===== config.mk =====
export PLATFORM = sky130hd
export DESIGN_NAME = line_follow_ctrl
export DESIGN_NICKNAME = d
export VERILOG_FILES = /design/src/rtl/line_pkg.sv /design/src/rtl/line_follow_ctrl_pwm.sv /design/src/rtl/line_follow_ctrl.sv
export SDC_FILE = /design/constraint.sdc
export NUM_CORES = 1
export LEC_CHECK = 0
export ABC_AREA = 1
export CORE_MARGIN = 5
export CORE_UTILIZATION = 41
export DETAILED_ROUTE_END_ITERATION = 12
export PLACE_DENSITY_LB_ADDON = 0.12
export SYNTH_ARGS = -nofsm -noshare
export SYNTH_HDL_FRONTEND = slang
export SYNTH_SLANG_ARGS = --single-unit

===== constraint.sdc =====
create_clock -name clk -period 2.3 [get_ports clk]
set_input_delay 0.46 -clock clk [delete_from_list [all_inputs] [get_ports clk]]
set_output_delay 0.46 -clock clk [all_outputs]
set_load 0.03 [all_outputs]

===== src/rtl/line_pkg.sv =====
// Shared types and pattern constants for the line-follower rover.
// The upstream sensor conditioning stage uses the same pattern encodings.
package line_pkg;

   typedef enum logic [2:0] {
      ST_IDLE     = 3'd0,
      ST_FOLLOW   = 3'd1,
      ST_STEER_L  = 3'd2,
      ST_STEER_R  = 3'd3,
      ST_JUNCTION = 3'd4,
      ST_SEARCH   = 3'd5,
      ST_STOP     = 3'd6
   } state_t;

   typedef enum logic [2:0] {
      CLS_CENTRE     = 3'd0,
      CLS_LINE_LEFT  = 3'd1,
      CLS_LINE_RIGHT = 3'd2,
      CLS_JUNC       = 3'd3,
      CLS_NONE       = 3'd4
   } pat_class_t;

   typedef enum logic {
      LEFT  = 1'b0,
      RIGHT = 1'b1
   } dir_t;

   localparam logic [2:0] PAT_CENTRE = 3'b010;
   localparam logic [2:0] PAT_JUNC   = 3'b111;

   // Bit2 = left coil, bit1 = centre coil, bit0 = right coil.
   function automatic pat_class_t classify(input logic [2:0] pat);
      pat_class_t cls;
      case (pat)
         PAT_CENTRE:       cls = CLS_CENTRE;
         3'b110, 3'b100:   cls = CLS_LINE_LEFT;
         3'b011, 3'b001:   cls = CLS_LINE_RIGHT;
         PAT_JUNC, 3'b101: cls = CLS_JUNC;
         default:          cls = CLS_NONE;
      endcase
      return cls;
   endfunction

endpackage


===== src/rtl/line_follow_ctrl_pwm.sv =====
// Free-running PWM generator; a new duty is picked up only at the counter wrap
// so a period is never cut short or stretched.
module pwm_gen #(
   parameter int PWM_BITS = 8
) (
   input  logic                clk,
   input  logic                rst,
   input  logic [PWM_BITS-1:0] duty,
   output logic                pwm_out
);

   logic [PWM_BITS-1:0] cnt;
   logic [PWM_BITS-1:0] duty_act;

   always_ff @(posedge clk or posedge rst) begin
      if (rst) begin
         cnt      <= '0;
         duty_act <= '0;
      end else begin
         cnt <= cnt + 1'b1;
         if (cnt == '1)
            duty_act <= duty;
      end
   end

   // Derived from reset registers only, so it drops the moment rst rises.
   assign pwm_out = (cnt < duty_act);

endmodule


===== src/rtl/line_follow_ctrl.sv =====
// Line-follower steering controller: debounces the coil pattern, runs the
// steering FSM, counts junctions and drives the two wheel PWMs.
module line_follow_ctrl
   import line_pkg::*;
#(
   parameter int DEB_CYCLES   = 4,
   parameter int PWM_BITS     = 8,
   parameter int DUTY_FAST    = 200,
   parameter int DUTY_SLOW    = 80,
   parameter int LOST_TIMEOUT = 1000000,
   parameter int JCNT_W       = 4
) (
   input  logic              clk,
   input  logic              rst,
   input  logic              enable,
   input  logic [2:0]        sensor,
   output logic              left_pwm,
   output logic              right_pwm,
   output logic              junction_pulse,
   output logic [JCNT_W-1:0] junction_count,
   output logic              lost,
   output logic [2:0]        state_dbg
);

   localparam int DCW = $clog2(DEB_CYCLES + 1);
   localparam int TW  = (LOST_TIMEOUT > 2) ? $clog2(LOST_TIMEOUT) : 1;
   localparam logic [PWM_BITS-1:0] D_FAST = PWM_BITS'(DUTY_FAST);
   localparam logic [PWM_BITS-1:0] D_SLOW = PWM_BITS'(DUTY_SLOW);

   function automatic logic [PWM_BITS-1:0] duty_of(input state_t s, input dir_t d,
                                                   input logic is_left);
      logic [PWM_BITS-1:0] v;
      case (s)
         ST_FOLLOW, ST_JUNCTION: v = D_FAST;
         ST_STEER_L:             v = is_left ? D_SLOW : D_FAST;
         ST_STEER_R:             v = is_left ? D_FAST : D_SLOW;
         ST_SEARCH:              v = ((d == LEFT) == is_left) ? D_SLOW : D_FAST;
         default:                v = '0;
      endcase
      return v;
   endfunction

   logic [2:0]          sens_p0;
   logic [2:0]          cand;
   logic [2:0]          acc;
   logic [DCW-1:0]      deb_cnt;
   pat_class_t          cls;
   state_t              state;
   state_t              state_nxt;
   dir_t                last_dir;
   dir_t                dir_nxt;
   logic [TW-1:0]       timer;
   logic [PWM_BITS-1:0] duty_l;
   logic [PWM_BITS-1:0] duty_r;

   // Stage p0: input register; then debounce into the accepted pattern.
   always_ff @(posedge clk or posedge rst) begin
      if (rst) begin
         sens_p0 <= PAT_CENTRE;
         cand    <= PAT_CENTRE;
         acc     <= PAT_CENTRE;
         deb_cnt <= '0;
      end else begin
         sens_p0 <= sensor;
         if (sens_p0 != cand) begin
            cand    <= sens_p0;
            deb_cnt <= DCW'(1);
         end else if (deb_cnt == DCW'(DEB_CYCLES - 1)) begin
            acc     <= cand;
            deb_cnt <= DCW'(DEB_CYCLES);
         end else if (deb_cnt < DCW'(DEB_CYCLES)) begin
            deb_cnt <= deb_cnt + 1'b1;
         end
      end
   end

   assign cls = classify(acc);

   always_comb begin
      state_nxt = state;
      dir_nxt   = last_dir;
      if (!enable) begin
         state_nxt = ST_IDLE;
      end else begin
         case (state)
            ST_IDLE: state_nxt = ST_FOLLOW;
            ST_STOP: state_nxt = ST_STOP;
            default: begin
               case (cls)
                  CLS_CENTRE:     state_nxt = ST_FOLLOW;
                  CLS_LINE_LEFT:  begin state_nxt = ST_STEER_L; dir_nxt = LEFT;  end
                  CLS_LINE_RIGHT: begin state_nxt = ST_STEER_R; dir_nxt = RIGHT; end
                  CLS_JUNC:       state_nxt = ST_JUNCTION;
                  default: begin
                     // A non-NONE class in the timeout cycle never gets here.
                     if (state == ST_SEARCH && timer == TW'(LOST_TIMEOUT - 1))
                        state_nxt = ST_STOP;
                     else
                        state_nxt = ST_SEARCH;
                  end
               endcase
            end
         endcase
      end
   end

   always_ff @(posedge clk or posedge rst) begin
      if (rst) begin
         state          <= ST_IDLE;
         last_dir       <= LEFT;
         timer          <= '0;
         junction_count <= '0;
         junction_pulse <= 1'b0;
         lost           <= 1'b0;
         duty_l         <= '0;
         duty_r         <= '0;
      end else begin
         state          <= state_nxt;
         last_dir       <= dir_nxt;
         junction_pulse <= (state_nxt == ST_JUNCTION) && (state != ST_JUNCTION);
         if (state == ST_IDLE && state_nxt == ST_FOLLOW)
            junction_count <= '0;
         else if (state_nxt == ST_JUNCTION && state != ST_JUNCTION)
            junction_count <= junction_count + 1'b1;
         timer  <= (state == ST_SEARCH && state_nxt == ST_SEARCH) ? timer + 1'b1 : '0;
         lost   <= (state_nxt == ST_STOP);
         duty_l <= duty_of(state_nxt, dir_nxt, 1'b1);
         duty_r <= duty_of(state_nxt, dir_nxt, 1'b0);
      end
   end

   assign state_dbg = state;

   pwm_gen #(.PWM_BITS(PWM_BITS)) u_pwm_l (
      .clk     (clk),
      .rst     (rst),
      .duty    (duty_l),
      .pwm_out (left_pwm)
   );

   pwm_gen #(.PWM_BITS(PWM_BITS)) u_pwm_r (
      .clk     (clk),
      .rst     (rst),
      .duty    (duty_r),
      .pwm_out (right_pwm)
   );

endmodule


# Word level (Yosys, flattened, before mapping)
# Index checks and enable logic that the tools add are counted.
# totals
register_bits	90
latchBits	0
ram_bits	0
mem_bits_ro	0
in_bits	6
out_inout_bits	11
word_cells	82
n_memories	0
# classes
addsub	5
n_mul	0
div	0
magnitude_cmp	3
eq_ne	24
shift	0
muxes	18
n_bitwise	1
reduce_logical	15
# ops
cell	count
8-bit case mux with 3 select lines	2
3-bit == test (second input constant)	9
3-bit case mux with 4 select lines	2
3-bit by 2-bit == test with 1-bit output (second input constant)	7
20-bit by 1-bit adder with 20-bit output (second input constant)	1
20-bit == test (second input constant)	1
20-bit 2-to-1 mux	1
8-bit by 1-bit adder with 8-bit output (second input constant)	2
8-bit == test (second input constant)	2
8-bit less-than comparator	2
8-bit 2-to-1 mux	2
3-bit 2-to-1 mux	4
3-bit by 1-bit == test with 1-bit output (second input constant)	3
4-bit 2-to-1 mux	2
2-bit OR reduction	4
3-bit zero test	2
3-bit case mux with 2 select lines	1
3-bit OR reduction	2
4-bit by 1-bit adder with 4-bit output (second input constant)	1
1-bit logical AND	4
3-bit by 1-bit adder with 3-bit output (second input constant)	1
3-bit less-than comparator (second input constant)	1
3-bit != test	1
3-bit != test (second input constant)	1
other kinds (7)	8

# Logic depth before layout (Yosys ltp)
# Gate-level depths: netlist (run 1).
# depth
word_depth	11
ltp_mapped	16
depth_no_buf	16

# Cells and area by module
# A second synthesis (run 1) with hierarchy kept.
# unflattened
cells_unflattened	450
area_unflattened_um2	4171.5
# modules_own_cells
module	n_inst	cells_per_inst	area_each_um2	seq_area_each_um2
line_follow_ctrl	1	262	2414.8	1204.9
pwm_gen	2	94	878.3	400.4

# Worst setup path before layout (run 1)
# Ideal clock, no wire load.
# synth_timing
kind	register -> output
startpoint	reg u_pwm_r.cnt[4]
endpoint	out right_pwm
t_arrival_ps	1383
required_time_ps	1840
setup_slack_ps	457
path_stages_with_launch	6
n_path_buf	0
path_cell_list	dfrtp_1 ha_1 o21ai_0 nand2_1 a21o_1 a21oi_1
# synth_via
elab_chain_len	1
# synth_rtl
element	line_no	rtl
from (decl)	line_follow_ctrl_pwm.sv:12	logic [PWM_BITS-1:0] cnt;
from (signal assigned)	line_follow_ctrl_pwm.sv:20	cnt <= cnt + 1'b1;
8-bit less-than comparator	line_follow_ctrl_pwm.sv:27	assign pwm_out = (cnt < duty_act);
to (decl)	line_follow_ctrl.sv:18	output logic right_pwm,
# Every way passes these cells.

# Final worst setup path (run 1)
# layout_timing
startpoint	reg u_pwm_l.cnt[4]
endpoint	out left_pwm
# layout_via
elab_chain_len	1
# layout_rtl
element	line_no	rtl
from (decl)	line_follow_ctrl_pwm.sv:12	
from (signal assigned)	line_follow_ctrl_pwm.sv:20	
8-bit less-than comparator	line_follow_ctrl_pwm.sv:27	
to (decl)	line_follow_ctrl.sv:17	output logic left_pwm,
# Every way passes these cells.

==> results of run 1 <==
[cell type report]
| type | count | area (um^2) | area share |
|---|---|---|---|
| inverter | 54 | 203 | 0.0522 |
| multi-input combinational | 236 | 1420 | 0.365 |
| tap | 105 | 131 | 0.0338 |
| clock buffer | 9 | 124 | 0.0319 |
| timing repair buffer | 18 | 178 | 0.0458 |
| clock inverter | 7 | 72.6 | 0.0187 |
| sequential | 70 | 1760 | 0.452 |
[registers in the layout (all words and copies together), names as in the netlist]
signal and count:
timer 20, u_pwm_l.cnt 8, u_pwm_r.cnt 8, junction_count 4, acc 3, cand 3
deb_cnt 3, duty_l 3, duty_r 3, sens_p0 3, state_dbg 3, u_pwm_l.duty_act 3
u_pwm_r.duty_act 3, junction_pulse 1, last_dir 1, lost 1
[per-layer routing]
layer	wire length, um	up-vias	global-route usage
li1	-	1213	-
met1	2660	1045	0.153
met2	2750	25	0.204
met3	215	4	0.0471
met4	65	0	0.0368
met5	0	-	0
[metrics by stage]
stage	total power [mW]	std cells
floorplan	2.09	364
global placement	2.32	483
detailed placement	2.33	483
CTS	3.33	499
global route	3.50	499
finish	3.27	499
[what timing repair did]
action,in CTS,in global routing
setup endpoints to repair,2,2
resized for setup,4,2
setup buffers,0,0
[path summary, 6_finish.rpt]
check / depth (start not counted) / endpoint / slack, ns
max: 6 / left_pwm / 0.19
min reg2reg: 0 / cand[1] / 0.38
min: 0 / cand[1] / 0.38
min in group asynchronous: 3 / u_pwm_l.cnt[4] / 0.50
max reg2reg: 12 / timer[15] / 0.27
max in group asynchronous: 3 / acc[1] / 1.46
[cell families after synthesis]
family          synth area share
buf+inv                   0.0673
simple gates               0.236
mux                      0.00331
flops                      0.516
xor+xnor                  0.0695
fa+ha+maj                 0.0588
compound gates            0.0489
[layout by cell type, fill, tap and decap left out, types with 2 or more instances in the layout]
cell type / instances
nand3_2: 3
clkinvlp_4: 2
nand3b_1: 2
clkdlybuf4s50_1: 14
nand2_1: 49
clkbuf_8: 9
nor2_4: 3
nor2_1: 42
ha_1: 16
a31oi_1: 3
nand3_4: 2
nor2_2: 11
nand4_1: 9
xor2_1: 20
clkinv_2: 2
nand2_2: 3
clkbuf_2: 2
dfstp_2: 3
nand3_1: 25
a21o_1: 2
a21oi_1: 14
dfrtp_1: 67
nor3_1: 8
inv_1: 43
inv_2: 10
xnor2_1: 7
nor4_1: 2
o21ai_0: 7
[power groups by stage]
| stage | clock [mW] | sequential [mW] | combinational, mW |
|---|---|---|---|
| final | 0.974 | 1.46 | 0.843 |
| after global routing | 1.06 | 1.48 | 0.952 |
| after CTS | 1.02 | 1.46 | 0.853 |
| after detailed placement | 0 | 1.48 | 0.850 |
| after global placement | 0 | 1.48 | 0.842 |
| after floorplan | 0 | 1.55 | 0.534 |
==> metrics, run 1 <==
# setup viols final 0; Worst path slowest cell dfrtp_1; vias in the first global route about 2,300; r2r startpoint acc[2]; Crit. Startpoint u_pwm_l.cnt[4]; gr ovfl total 0; Setup TNS 0 ns; WL/cell 11.4 um; cell count after synthesis 364; Mean Syn Cell Area 9.35 um^2; Clk pwr share 0.298; min-delay src sens_p0[1]; number of CTS-inserted buffers 9; Yosys cell types 34; Cell Chain, Critical Path ha_1 > o21ai_0 > nand2_1 > a21o_1 > a21oi_1 > clkbuf_2; Synth top area share 0.493; relative slew slack 0.756; fin crit period ~2.1 ns; crit path DAT 1.65 ns; Max rail drop VDD roughly 320 uV; core area 8130 um^2; critical path class flop to primary output; IO Port Bufs 16; Slew Limit Fails 0; Highest Clock Rate 0.474 GHz; drt drc 0; post-DP HPWL 4020 um; clk buf depth 2; fraction of layout cells with a size suffix above 1 0.150; outcome finished clean; drt first pass iters 4; Switching Power ~1.1 mW; RSZ-0062 raised after global routing false; Layout area overhead 14.1%; sw frac 0.339; CP Capture Type primary output; Leak Pwr 1.81 nW; top cells by area, synth dfrtp_1, ha_1, nand2_1, xor2_1, inv_1; Mapped Area 3400 um^2; CP peak stage delay 0.40 ns; Post-synth EDFFs 0; Total Routing Usage GR 0.124; Setup Slack @ Placement 0.0952 ns; Final Skew 0.0114 ns; htree depth 3; GP Congestion 0.775; DRT iter0 DRCs 52; Initial Util 0.418; endpoints failing hold 0; commonest register cell after synthesis dfrtp_1; pwr dens 843 nW/um^2; via density per instance 4.58; Internal 2.16 mW; first-pass GRT wire length slightly above 10,000 um; Final Cycle Share 0.917; Util after Layout 0.477; row count 33; number of clock sinks 70; Clock Pin Slew Worst Setup and Hold Paths roughly 0.080 ns; die height 101 um; worst slew pin tran around 0.37 ns; die area 10,200 um^2; Comb pwr share 0.258; top post-synthesis cells by count dfrtp_1, nand2_1, inv_1, nor2_1, nand3_1; CTS tree yes; Flop pwr share 0.445; sequential area share after synthesis 0.516; Clock Latency Late Sink ~0.35 ns; CP delay by family, top flip-flops; ANT nets after route 0; n_diodes 0; # fillers 772; Area after DPL about 3700 um^2; Root Driver clkbuf_8; Yosys reg bits 70; via count 2,287; Synth Warn # 0; sum of routed wire length over all layers 5690 um; Die X 101 um; largest net degree at the start of global routing a little over 70; FFs w/ async S/R, synth 1.00; post-route cell area 3880 um^2; Layout Nets 411; min-delay worst type flop to flop; CP required 1.84 ns; CP Buf/Inv Count 1; initial antenna violation count 0; cell with the most instances after synthesis dfrtp_1; Min Hold Slack ~0.38 ns; Net Count, Synth 386; Final WS setup 0.191 ns; CP startpoint kind flop; dominant cell type by area after synthesis dfrtp_1; I/O Pins 17; cts hold-fix bufs 0; max-cap violations 0; Critical Path Fanout Max 3
No activity file was read; power rests on OpenSTA's default activity.
==> inputs of run 2 (changes only) <==
--- a/config.mk
+++ b/config.mk
@@ -9,7 +9,7 @@
 export CORE_MARGIN = 5
 export CORE_UTILIZATION = 41
 export DETAILED_ROUTE_END_ITERATION = 12
-export PLACE_DENSITY_LB_ADDON = 0.12
+export PLACE_DENSITY_LB_ADDON = 0.2
 export SYNTH_ARGS = -nofsm -noshare
 export SYNTH_HDL_FRONTEND = slang
 export SYNTH_SLANG_ARGS = --single-unit
==> run 2 against run 1 <==
Clock power increased by 9%; register-to-register slack improved by 0.04 ns; die area stayed put; largest cell class unchanged; global-route usage down 0.12 points; critical path type unchanged; count of clock-buffer cells in the layout increased by 1; worst setup slack better by 0.014 ns; non-clock buffer count rose by 1; maximum frequency is 0.68% higher; sequential share of layout area is 0.29 points lower; total power rose by 2.3%; via count rose by 2.2%; wire length shrank 2.4%.
==> metrics, run 2 (synthesis results as in run 1) <==
Layout Nets 412; reg2reg setup slack 0.31 ns; die height 101 um; Clock Pin Slew Worst Setup and Hold Paths roughly 0.08 ns; drt first pass iters 4; initial antenna violation count 0; commonest non-fill, non-tap cells in the layout dfrtp_1, nand2_1, inv_1; Final Cycle Share 0.911; number of clock sinks 70; endpoints failing hold 0; Final WS setup approximately 0.21 ns; largest net degree at the start of global routing 53; CTS tree yes; relative slew slack 0.777; Min Hold Slack 0.365 ns; placed insts 484; htree depth 3; Util after Layout 0.480; Max rail drop VDD 384 uV; CP required approximately 1.8 ns; via density per instance approximately 4.7; ANT nets after route 0; via count 2,338; post-DP HPWL roughly 4000 um; Power Total 3.35 mW; post-route cell area roughly 4000 um^2; Cell Chain, Critical Path ha_1 > o21ai_0 > nand2_1 > a21o_1 > a21oi_1 > clkbuf_2; core area just over 8000 um^2; max-cap violations 0; number of CTS-inserted buffers 9; RSZ-0062 raised after global routing false; CP peak stage delay 0.40 ns; postcts setup bufs 0; fraction of layout cells with a size suffix above 1 0.149; Total Routing Usage GR 0.123; Clock Latency Late Sink ~0.34 ns; min-delay worst type flop to flop; row count 33; largest register by flop count timer; Initial Util 0.418; WL/cell 11.1 um; Slew Limit Fails 0; drt drc 0; DRT iter0 DRCs 86; Setup TNS 0 ns; sum of routed wire length over all layers 5550 um; pwr dens 857 nW/um^2; Layout area overhead 14.8%; CP delay by family, top flip-flops; Die X 101 um; fin crit period around 2.1 ns; Area after DPL 3700 um^2; Setup Slack @ Placement 0.102 ns; gr ovfl total 0; Root Driver clkbuf_8; crit path DAT about 1.6 ns; number of flip-flops in the largest register 20; leading cell type in the layout, fill and taps excluded dfrtp_1; cts hold-fix bufs 0; Worst path slowest cell dfrtp_1; CP startpoint kind flop; Highest Clock Rate 0.477 GHz; # setup viols final 0; Largest regs timer x20, u_pwm_l.cnt x8, u_pwm_r.cnt x8; critical path class flop to primary output; first-pass GRT wire length a little over 10,000 um; Critical Path Fanout Max 3; vias in the first global route roughly 2,300; Final Skew approximately 0.011 ns; IO Port Bufs 16; CP Buf/Inv Count 1; worst slew pin tran 0.331 ns; I/O Pins 17; GP Congestion 0.776; CP Capture Type primary output; post-route non-filler standard cell count 500; die area 10,200 um^2; n_diodes 0; Leak Pwr 1.82 nW; outcome finished clean; clk buf depth 2
==> run 2: cell count changes in the layout (fill, tap and decap cells not counted), sizes merged <==
cell and delta:
buf +1, bufinv +1, clkbuf +1, clkinvlp -1, inv -1
==> run 2: per-layer routing <==
layer  GRT usage  wire length, um  vias to the layer above
met5           0                0                        -
met4      0.0460               74                        0
met3      0.0332              189                        9
met2       0.197             2580                       24
met1       0.161             2700                     1094
li1            -                -                     1211
==> run 2: timing repair <==
item / 4_1_cts / 5_1_grt
resized for setup: 3 / 3
pin swaps: 0 / 0
endpoints found under the setup margin: 2 / 2
==> run 2: area by class of cell <==
class,count,area [um^2]
tap,105,131
clock inverter,6,86.3
fill,777,4230
clock buffer,10,128
timing repair buffer,19,185
inverter,54,203
multi-input combinational,236,1420
sequential,70,1760
==> run 2: path summary, 6_finish.rpt <==
check	from	end	cells past startpoint
setup / recovery	u_pwm_l.cnt[4]	left_pwm	6
setup reg to reg	acc[2]	timer[2]	14
min in group asynchronous	rst	u_pwm_r.duty_act[3]	3
max in group asynchronous	rst	sens_p0[1]	3
hold / removal	sens_p0[1]	cand[1]	0
hold reg to reg	sens_p0[1]	cand[1]	0
==> run 2: report_power, final <==
group	total, mW	leakage (nW)	switching [mW]	internal [mW]
clock network	1.06	0.106	0.449	0.609
logic	0.836	0.808	0.541	0.295
registers	1.46	0.906	0.0874	1.37
==> inputs of run 3 (changes only) <==
--- a/config.mk
+++ b/config.mk
@@ -8,6 +8,7 @@
 export ABC_AREA = 1
 export CORE_MARGIN = 5
 export CORE_UTILIZATION = 41
+export CTS_CLUSTER_SIZE = 28
 export DETAILED_ROUTE_END_ITERATION = 12
 export PLACE_DENSITY_LB_ADDON = 0.2
 export SYNTH_ARGS = -nofsm -noshare
==> constraint.sdc (replaced) <==
create_clock -name clk -period 2 [get_ports clk]
set_input_delay 0.4 -clock clk [delete_from_list [all_inputs] [get_ports clk]]
set_output_delay 0.4 -clock clk [all_outputs]
set_load 0.03 [all_outputs]
==> run 3 against run 2 <==
Utilization up 2.8 points; global-route usage up 0.40 points; first-iteration DRC count down 22%; highest routed layer unchanged; sequential share of layout area down 2.5 points; clock power up 15%.
==> metrics, run 3 (synthesis results as in run 1) <==
outcome finished clean; first-pass GRT wire length 10,400 um; Clock Pin Slew Worst Setup and Hold Paths 0.08 ns; die height 101 um; ANT nets after route 0; via count 2,399; CP Depth 6; commonest non-fill, non-tap cells in the layout dfrtp_1, nand2_1, inv_1; gr ovfl total 0; I/O Pins 17; CP required around 1.6 ns; WHS Endpoint cand[1]; drt drc 0; Slew Limit Fails 0; crit path DAT 1.59 ns; via density per instance 4.68; initial antenna violation count 0; Critical Path Fanout Max 2; Largest regs timer x20, u_pwm_l.cnt x8, u_pwm_r.cnt x8; Layout Nets around 430; largest register by flop count timer; worst slew pin tran 0.391 ns; max-cap violations 0; r2r startpoint acc[0]; CP Buf/Inv Count 1; Leak Pwr 1.90 nW; row count 33; largest net degree at the start of global routing 35; Worst path slowest cell dfrtp_1; critical path class flop to primary output; Initial Util 0.418; Cell Chain, Critical Path ha_4 > o21ai_2 > nand2_1 > a21o_1 > a21oi_2 > buf_6; drt first pass iters 5; Highest Clock Rate 0.504 GHz; Clock Latency Late Sink 0.34 ns; leading cell type in the layout, fill and taps excluded dfrtp_1; n_diodes 0; fin crit period 1.99 ns; Final Skew 0.0145 ns; # fillers 773; post-DP HPWL 4250 um; met3 wire length 186 um; relative slew slack 0.739; die area slightly above 10,000 um^2; htree depth 3; CTS tree yes; Setup TNS 0 ns; number of flip-flops in the largest register 20; CP Capture Type primary output; post-route non-filler standard cell count 513; met1 WL 2880 um; IO Port Bufs 16; placed insts 488; endpoints failing hold 0; CP delay by family, top flip-flops; min-delay src sens_p0[1]; Final Cycle Share 0.993; number of CTS-inserted buffers 9; uppermost layer routed met4; WL/cell approximately 12 um; pwr dens 958 nW/um^2; hold path depth 0; Total Routing Usage GR 0.127; Layout area overhead 21.6%; reg2reg setup slack 0.14 ns; core area 8130 um^2; min-delay worst type flop to flop; Die X 101 um; vias in the first global route 2,356; RSZ-0062 raised after global routing true; cts hold-fix bufs 0; DRT iter0 DRCs 67; Routed met2 length 2740 um; Max rail drop VDD slightly above 500 uV; clk buf depth 2; Root Driver clkbuf_8; GP Congestion a little over 0.8; CP startpoint kind flop; Worst Reg-to-Reg Cells 13; sum of routed wire length over all layers approximately 6000 um; # setup viols final 0; Worst R2R End duty_l[3]; fraction of layout cells with a size suffix above 1 0.230; CP peak stage delay 0.42 ns; number of clock sinks 70
[run 3: changes by cell type in the layout (fill, tap and decap cells not counted), sizes merged]
cell    previous run  this run
buf                3        18
bufinv             2         1
clkinv             4         3
[run 3: how the worst max path moves through the flow]
| stage | startpoint | endpoint | slack [ns] |
|---|---|---|---|
| after floorplan | u_pwm_r.cnt[4] | right_pwm | 0.22 |
| after global placement | enable | timer[15] | 0.04 |
| after detailed placement | enable | timer[15] | -0.005 |
| after CTS | u_pwm_l.duty_act[4] | left_pwm | -0.005 |
| after global routing | u_pwm_l.cnt[4] | left_pwm | -0.07 |
| final | u_pwm_l.cnt[4] | left_pwm | 0.01 |
[run 3: worst reg2reg max path, stage by stage (launching register included)]
cell     delay, ns
dfrtp_1       0.42
ha_2          0.21
inv_1         0.05
nand2_1       0.04
nor2_1        0.11
nand2_2       0.10
nand3_2       0.10
nand3_2       0.11
nor2_4        0.21
buf_4         0.15
inv_2         0.04
o21ai_1       0.11
nand2_1       0.09
nand2_1       0.07
[run 3: repair_timing]
| item | 4_1_cts | 5_1_grt |
|---|---|---|
| pin swaps | 3 | 9 |
| setup endpoints to repair | 3 | 30 |
| endpoints found under the hold margin | 0 | 0 |
| buffers inserted | 6 | 3 |
| gates cloned | 0 | 0 |
| gates resized for setup | 6 | 19 |
[run 3: per-layer routing]
metal / global-route usage / vias up
li1: - / 1237
met1: 0.167 / 1124
met3: 0.0381 / 10
met5: 0 / -
met2: 0.202 / 28
met4: 0.0429 / 0
[run 3: final cells by class]
class | instances | area [um^2] | area share
tap | 105 | 131 | 0.0317
clock buffer | 12 | 165 | 0.0399
timing repair buffer | 32 | 333 | 0.0804
inverter | 54 | 206 | 0.0499
multi-input combinational | 236 | 1500 | 0.361
sequential | 70 | 1760 | 0.424
clock inverter | 4 | 52.6 | 0.0127
[run 3: metrics by stage]
| step | setup slack (ns) | hold slack (ns) | total power, mW | instance area, um^2 | utilization |
|---|---|---|---|---|---|
| after global placement | 0.0392 | 0.363 | 2.73 | 3740 | 0.460 |
| after floorplan | 0.217 | 0.404 | 2.40 | 3410 | - |
| after detailed placement | -0.00477 | 0.363 | 2.74 | 3740 | 0.460 |
| final | 0.0148 | 0.373 | 3.96 | 4140 | 0.509 |
| after global routing | -0.0650 | 0.385 | 4.22 | 4140 | 0.509 |
| after CTS | -0.00547 | 0.374 | 3.98 | 4050 | 0.498 |
[run 3: power breakdown]
part           internal [mW]  switching [mW]  total (mW)
combinational          0.409           0.662        1.07
sequential              1.57           0.103        1.68
clock                  0.683           0.534        1.22
